File: src/rtl/id_operand_stage.sv
// Decode-stage operand front end: IF->ID register, instruction hold buffer for
// synchronous inst SRAM, priority operand forwarding and precise load-use interlock.
module id_operand_stage #(
  parameter int DATA_W  = 32,
  parameter int RA_W    = 5,
  parameter int NUM_FWD = 3,
  parameter int CNT_W   = 16
) (
  input  logic                      clk,
  input  logic                      rst,
  input  logic                      flush,
  input  logic                      stall_id,
  input  logic                      stall_ex,
  input  logic                      in_valid,
  input  logic [31:0]               in_pc,
  input  logic [31:0]               inst_rdata,
  input  logic                      use_rs,
  input  logic                      use_rt,
  output logic [RA_W-1:0]           rf_raddr1,
  output logic [RA_W-1:0]           rf_raddr2,
  input  logic [DATA_W-1:0]         rf_rdata1,
  input  logic [DATA_W-1:0]         rf_rdata2,
  input  logic [NUM_FWD-1:0]        fwd_we,
  input  logic [NUM_FWD*RA_W-1:0]   fwd_waddr,
  input  logic [NUM_FWD*DATA_W-1:0] fwd_wdata,
  input  logic [NUM_FWD-1:0]        fwd_pending,
  output logic                      id_valid,
  output logic [31:0]               id_pc,
  output logic [31:0]               id_inst,
  output logic [DATA_W-1:0]         rdata1,
  output logic [DATA_W-1:0]         rdata2,
  output logic                      stallreq,
  output logic [CNT_W-1:0]          interlock_cnt
);

  logic              valid_r;
  logic [31:0]       pc_r;
  logic              hold_vld_r;
  logic [31:0]       hold_inst_r;
  logic [CNT_W-1:0]  cnt_r;

  logic [31:0]       inst_s;
  logic [RA_W-1:0]   raddr1_s;
  logic [RA_W-1:0]   raddr2_s;
  logic [DATA_W:0]   op1_s;
  logic [DATA_W:0]   op2_s;
  logic              stallreq_s;

  // Returns {pending, data} of the winning source; scanning high to low lets channel 0 win.
  function automatic logic [DATA_W:0] resolve(
    input logic [RA_W-1:0]           addr,
    input logic [DATA_W-1:0]         rf,
    input logic [NUM_FWD-1:0]        we,
    input logic [NUM_FWD*RA_W-1:0]   wa,
    input logic [NUM_FWD*DATA_W-1:0] wd,
    input logic [NUM_FWD-1:0]        pend
  );
    logic [DATA_W:0] r;
    r = {1'b0, rf};
    for (int k = NUM_FWD - 1; k >= 0; k--) begin
      r = (we[k] && (wa[k*RA_W +: RA_W] == addr)) ? {pend[k], wd[k*DATA_W +: DATA_W]} : r;
    end
    r = (addr == {RA_W{1'b0}}) ? {1'b0, {DATA_W{1'b0}}} : r;
    return r;
  endfunction

  // IF->ID slot register with bubble insertion and one-shot hold-buffer capture.
  always_ff @(posedge clk) begin
    if (rst) begin
      valid_r     <= 1'b0;
      pc_r        <= 32'h0000_0000;
      hold_vld_r  <= 1'b0;
      hold_inst_r <= 32'h0000_0000;
    end else if (flush) begin
      valid_r    <= 1'b0;
      hold_vld_r <= 1'b0;
    end else if (stall_id && !stall_ex) begin
      valid_r    <= 1'b0;
      hold_vld_r <= 1'b0;
    end else if (!stall_id) begin
      valid_r    <= in_valid;
      pc_r       <= in_pc;
      hold_vld_r <= 1'b0;
    end else if (valid_r && !hold_vld_r) begin
      // SRAM output moves on after the first held cycle; freeze the word now.
      hold_inst_r <= inst_rdata;
      hold_vld_r  <= 1'b1;
    end
  end

  // Saturating interlock-cycle counter; deliberately ignores flush.
  always_ff @(posedge clk) begin
    if (rst) begin
      cnt_r <= {CNT_W{1'b0}};
    end else if (stallreq_s && (cnt_r != {CNT_W{1'b1}})) begin
      cnt_r <= cnt_r + {{(CNT_W-1){1'b0}}, 1'b1};
    end
  end

  // Effective instruction selection and register-address extraction.
  always_comb begin
    inst_s = 32'h0000_0000;
    if (!valid_r) begin
      inst_s = 32'h0000_0000;
    end else if (hold_vld_r) begin
      inst_s = hold_inst_r;
    end else begin
      inst_s = inst_rdata;
    end
    raddr1_s = inst_s[21 +: RA_W];
    raddr2_s = inst_s[16 +: RA_W];
  end

  // Operand resolution and true-dependency interlock.
  always_comb begin
    op1_s      = resolve(raddr1_s, rf_rdata1, fwd_we, fwd_waddr, fwd_wdata, fwd_pending);
    op2_s      = resolve(raddr2_s, rf_rdata2, fwd_we, fwd_waddr, fwd_wdata, fwd_pending);
    stallreq_s = valid_r & ((use_rs & op1_s[DATA_W]) | (use_rt & op2_s[DATA_W]));
  end

  assign rf_raddr1     = raddr1_s;
  assign rf_raddr2     = raddr2_s;
  assign rdata1        = op1_s[DATA_W-1:0];
  assign rdata2        = op2_s[DATA_W-1:0];
  assign stallreq      = stallreq_s;
  assign id_valid      = valid_r & ~stallreq_s & ~flush;
  assign id_pc         = pc_r;
  assign id_inst       = inst_s;
  assign interlock_cnt = cnt_r;

endmodule

File: config.mk
export PLATFORM = sky130hd
export DESIGN_NAME = id_operand_stage
export DESIGN_NICKNAME = d
export VERILOG_FILES = /design/src/rtl/id_operand_stage.sv
export SDC_FILE = /design/constraint.sdc
export NUM_CORES = 1
export LEC_CHECK = 0
export BUFFER_PORTS_ARGS = -buffer_cell sky130_fd_sc_hd__buf_2
export CORE_AREA = 2 2 160 162
export DETAILED_ROUTE_END_ITERATION = 10
export DIE_AREA = 0 0 162 164
export GPL_TIMING_DRIVEN = 0
export HOLD_SLACK_MARGIN = 0.03
export SLEW_MARGIN = 0
export SYNTH_ARGS = -nofsm -noshare
export SYNTH_HDL_FRONTEND = slang
export SYNTH_SLANG_ARGS = --single-unit
File: constraint.sdc
create_clock -name clk -period 2.98 [get_ports clk]
set_input_delay 0.298 -clock clk [delete_from_list [all_inputs] [get_ports clk]]
set_output_delay 0.298 -clock clk [all_outputs]
set_load 0.02 [all_outputs]
# After elaboration in Yosys (flattened, before gate mapping)
# Cells that the tools add are included.
# word_totals
n_memories	0
regBits	82
ram_bits	0
romBits	0
output_inout_bits	156
latch_bits	0
# classes
reduce_logical	17
n_eq_ne	7
mul	0
n_lt_le_gt_ge	0
mux	10
div	0
n_shift	0
addsub	1
bitwise_logic	10
# op_table
operator	n
2-to-1 mux 33 bit	8
2-to-1 mux 32 bit	2
equality test 5 bit	6
adder 16 x 1 -> 16 bit, second input constant	1
inequality test 16 bit, second input constant	1
zero test 5 bit	2
logical AND 1 bit	9
bitwise AND 1 bit	5
inverter 1 bit	4
AND reduction 4 bit	1
OR reduction 4 bit	1
AND reduction 3 bit	1
OR reduction 3 bit	1
zero test 1 bit	2
bitwise OR 1 bit	1

# Depth between registers and ports, before layout
# depth
word_depth	14
mapped_depth	12
ltp_nobuf	9

# Worst setup path before layout
# No wires, ideal clock.
# synth_path
kind	flip-flop to output port
startpoint	register hold_vld_r
endpoint	output rdata1[10]
path_stages_with_launch	13
n_path_buf	4
setup_slack_ps	-363
t_arrival_ps	3045
cell_sequence	dfxtp_1 -> buf_4 -> buf_4 -> mux2i_1 -> nor2_1 -> xnor2_1 -> or4b_2 -> clkbuf_1 -> buf_2 -> mux2i_1 -> a211oi_1 -> a21oi_1 -> nor2_1
# synth_via
elab_chain_cells	8
# synth_rtl
element	line	text
start, declared	38	logic hold_vld_r;
start signal, assigned	72	hold_vld_r <= 1'b0;
start signal, assigned	76	hold_vld_r <= 1'b0;
start signal, assigned	79	hold_vld_r <= 1'b0;
2-to-1 mux 32 bit *	105	end else if (hold_vld_r) begin
2-to-1 mux 32 bit *	103	if (!valid_r) begin
net id_inst[25]	29	output logic [31:0] id_inst,
equality test 5 bit	61	r = (we[k] && (wa[k*RA_W +: RA_W] == addr)) ? {pend[k], wd[k*DATA_W +: DATA_W]} : r;
logical AND 1 bit	61	
2-to-1 mux 33 bit (3 in a row)	61	
2-to-1 mux 33 bit *	63	r = (addr == {RA_W{1'b0}}) ? {1'b0, {DATA_W{1'b0}}} : r;
end, declared	30	output logic [DATA_W-1:0] rdata1,
# Mark *: on every way through the listed nets, which the timed path passes. The rest lies on a longest branch.

# Final worst setup path
# layout_path
startpoint	register hold_vld_r
endpoint	output rdata1[19]
# layout_via
elab_chain_cells	8
# layout_rtl
element	line
2-to-1 mux 32 bit *	105
2-to-1 mux 32 bit *	103
equality test 5 bit	61
logical AND 1 bit	61
2-to-1 mux 33 bit (3 in a row)	61
2-to-1 mux 33 bit *	63
# Mark *: on every way between the ends. The rest lies on a longest branch, timed or not.

==> results by group <==
Worst setup path
  • Critical path class: reg2out
  • RR Endpoint: interlock_cnt[10]
  • Worst Path Required: 2.68 ns
  • Element type at the critical path start: flop
  • Crit path arrival time: 3.25 ns
  • R2R Setup Slk: -0.28 ns
  • Reg2reg start: hold_vld_r
  • Worst r2r path cells: 14
  • CP endpoint kind: output port
  • Worst-path fanout max: 10

Power
  • P_sw: 1.04 mW
  • Clock power frac: 36.4%
  • Register share of total power: 35.1%
  • Internal cell power: 2.18 mW
  • Power per cell area: 293 nW/um^2
  • Comb pwr share: 28.6%
  • Total Power: 3.22 mW
  • Leakage: 4.86 nW
  • Sw frac: 32.2%
  • Max rail drop VDD: 0.336 mV

Floorplan
  • Die Span Y: 164 um
  • Rows: 58
  • Ports: 409
  • Die area: 26600 um^2
  • Area of the core: 24800 um^2
  • Initial core utilization: 25.5%
  • Die W: 162 um

Timing
  • Hold WS: 0.184 ns
  • Final slew viol count: 0
  • Setup Skew: 0.0112 ns
  • Rel. slew slack: 45.7%
  • Final worst slack: -0.568 ns
  • Setup TNS: -30.42 ns
  • Final hold viol count: 0
  • Period utilization: 119%
  • Tightest Pin Transition: 0.806 ns
  • Count of final setup violators: 80
  • Fmax: 282 MHz
  • Crit path time final: 3.55 ns
  • RSZ-0062 raised after global routing: yes

Run
  • Max cap viols: 0

Detailed routing
  • Post-Route WL: 34900 um
  • Via count: 8827
  • Antenna Nets Post-Route: 0
  • Post-route DRC violation count: 0
  • Starting DRT DRC Count: 564
  • TritonRoute pass-1 iters: 5
  • Routed WL per cell: 20.2 um
  • Via/cell ratio: 5.12

Clocking
  • TritonCTS Buffers: 9
  • Clock Path Buffers: 2
  • Cts hold-fix bufs: 0
  • CTS tree: done
  • Clk slew on worst S/H paths: 0.07 ns
  • Root buf cell: clkbuf_16
  • H-tree depth: 3
  • Clock sinks: 82
  • Clk_lat worst skew: 0.34 ns

Synthesis
  • Most numerous cell in the Yosys netlist: nor2_1
  • Post-Syn Area: 6320 um^2
  • FFs w/ async S/R, synth: 0%
  • Post-synth top flop: dfxtp_1
  • Mapped Cells: 922
  • Post-Synth Adder-Cell Area: 0.198%
  • Post-synthesis sequential area ratio: 26.0%
  • Synth top area share: 26.0%
  • Synth Net Count: 1176
  • #FFs+latches synth: 82
  • Ranking of synthesized cells by area: dfxtp_1 26%, mux2i_1 15%, a21oi_1 11%
  • Cell taking the most area after synthesis: dfxtp_1
  • Synth Area in XOR/XNOR: 1.66%
  • Mean Syn Cell Area: 6.85 um^2
  • Post-synthesis simple-gate area fraction: 26.8%
  • Cell types with the highest counts after synthesis: 164 x nor2_1, 141 x nand2_1, 139 x a21oi_1
  • Post-synth EDFFs: 0
  • Complex-gate fraction of the synthesized area: 22.3%
  • Mux cell area share after synthesis: 16.2%
  • Cell variety after synth: 49
  • Synth warn: 0
  • Main combinational cell family by area after synthesis: simple AND/OR/NAND/NOR gates

Placement
  • Buffers on Ports: 408
  • Post-detail-place hpwl: 27300 um
  • Gpl congestion: 0.949
  • Placed Area: 8940 um^2

Global route
  • Pin count of the biggest net entering global routing: 17
  • Overall Global Routing Usage: 23.7%
  • First-pass GRT wire length: 48400 um
  • Vias in the first global route: 8196
  • Overflow after GRT: 0
  • Grt met2 use: 42.4%
  • M1 GR Usage: 26.0%
  • Grt peak-use layer: met2
  • Initial antenna violation count: 28
  • M3 GR Usage: 7.17%

Outcome
  • Failing checks: setup timing
  • Status: complete, but fails checks

Finish
  • Fill cells: 2596
  • Layout cell share with drive strength beyond 1: 51.6%
  • Nets: 1620
  • Post-Route Utilization: 44.4%
  • Area growth from synthesis to layout: 74.3%
  • Post-route cell area: 11000 um^2

Min path
  • Worst hold start: in_pc[14]
  • Hold Crit Depth: 3
  • Worst min path class: in2reg
  • Hold endpoint: id_pc[14]
-- power by group through the flow --
| stage | registers, mW | clock network, mW | logic (mW) |
|---|---|---|---|
| 2_1_floorplan | 1.18 | 0 | 0.367 |
| 3_3_place_gp | 1.15 | 0 | 0.762 |
| 3_5_place_dp | 1.15 | 0 | 0.769 |
| 4_1_cts | 1.13 | 1.19 | 0.820 |
| 5_1_grt | 1.13 | 1.23 | 0.985 |
| 6_report | 1.13 | 1.17 | 0.921 |
-- registers in the layout, summed over array words and instances, names as in the netlist --
register,flops
hold_inst_r,32
id_pc,32
interlock_cnt,16
hold_vld_r,1
valid_r,1
-- metal layers --
| layer | vias up | wire [um] | share of wire [%] |
|---|---|---|---|
| met4 | 8 | 1520 | 4.4 |
| met2 | 440 | 17500 | 50 |
| met1 | 4149 | 12800 | 37 |
| met3 | 85 | 2990 | 8.6 |
| li1 | 4145 | - | - |
| met5 | - | 54 | 0.15 |
-- repair_timing --
action,CTS,global route
cloned,1,1
buffers inserted,13,11
endpoints found under the setup margin,82,82
pin swaps,13,44
endpoints found under the hold margin,0,0
gates resized for setup,143,256
-- cell type report --
cell class	instances	area, um^2	share of cell area, %
clock inverter	7	82.6	0.750
buffer	87	651	5.91
inverter	14	57.6	0.523
timing repair buffer	435	2520	22.9
sequential	82	1640	14.9
antenna	23	57.6	0.523
tap	330	413	3.75
multi-input combinational	737	5360	48.7
clock buffer	9	225	2.04
-- worst max path at each step --
stage               startpoint    endpoint  slack, ns  depth (start not counted)
CTS                 hold_vld_r  rdata1[23]      -0.50                         12
floorplan           hold_vld_r  rdata1[10]      -0.05                         12
detailed placement     valid_r  rdata2[29]      -1.01                         10
global route        hold_vld_r  rdata1[25]      -0.64                         12
finish              hold_vld_r  rdata1[19]      -0.57                         12
global placement    hold_vld_r    id_valid      -1.26                         10
-- stage by stage --
step	setup WS [ns]	cells
floorplan	-0.0461	922
global placement	-1.26	1660
detailed placement	-1.01	1661
CTS	-0.495	1690
global route	-0.637	1716
finish	-0.568	1724
-- cells by family after synthesis --
family	count (synthesis)
muxes	101
buffers and inverters	103
adders and majority gates	1
DFF	82
AOI/OAI and AO/OA	237
xor gates and xnor gates	12
and+or+nand+nor	386
-- worst max-delay path, stage by stage (launching register included) --
cell and delay (ns):
dfxtp_1 0.31, buf_6 0.14, buf_12 0.14, mux2i_4 0.19, nand2b_4 0.17, a222oi_1 0.39
or4b_4 0.59, buf_8 0.20, mux2i_1 0.27, a211oi_2 0.12, a21oi_1 0.16, nor2_2 0.05
buf_2 0.18
-- placed cells by master (no fill, tap or decap), types with 4 or more instances in the layout --
cell | Yosys | routed
buf_4 | 12 | 86
nor2_2 | 0 | 46
xnor2_1 | 9 | 9
nor2b_1 | 5 | 5
nor2_1 | 164 | 103
buf_12 | 0 | 14
clkbuf_2 | 0 | 11
diode_2 | 0 | 23
mux2i_2 | 0 | 17
or4_1 | 10 | 4
o31ai_4 | 0 | 4
buf_2 | 5 | 351
or3_1 | 8 | 7
or4_4 | 0 | 6
nor4_4 | 1 | 8
a211oi_2 | 0 | 41
a21oi_1 | 139 | 122
nand4b_1 | 4 | 4
clkbuf_16 | 0 | 10
inv_1 | 13 | 12
mux2_4 | 0 | 6
clkbuf_1 | 57 | 28
nor3_1 | 9 | 7
buf_8 | 0 | 5
clkbuf_4 | 0 | 7
nand3_1 | 9 | 9
dfxtp_1 | 82 | 81
mux2i_4 | 0 | 12
a211oi_1 | 64 | 16
nand4_1 | 4 | 4
nand3b_1 | 4 | 4
a21oi_2 | 0 | 17
buf_6 | 0 | 14
a211oi_4 | 0 | 7
nor2_4 | 0 | 15
buf_1 | 15 | 5
mux2i_1 | 93 | 64
nand2_1 | 141 | 138
o21ai_0 | 15 | 12
Note: power is estimated with default switching activity, not from simulation.
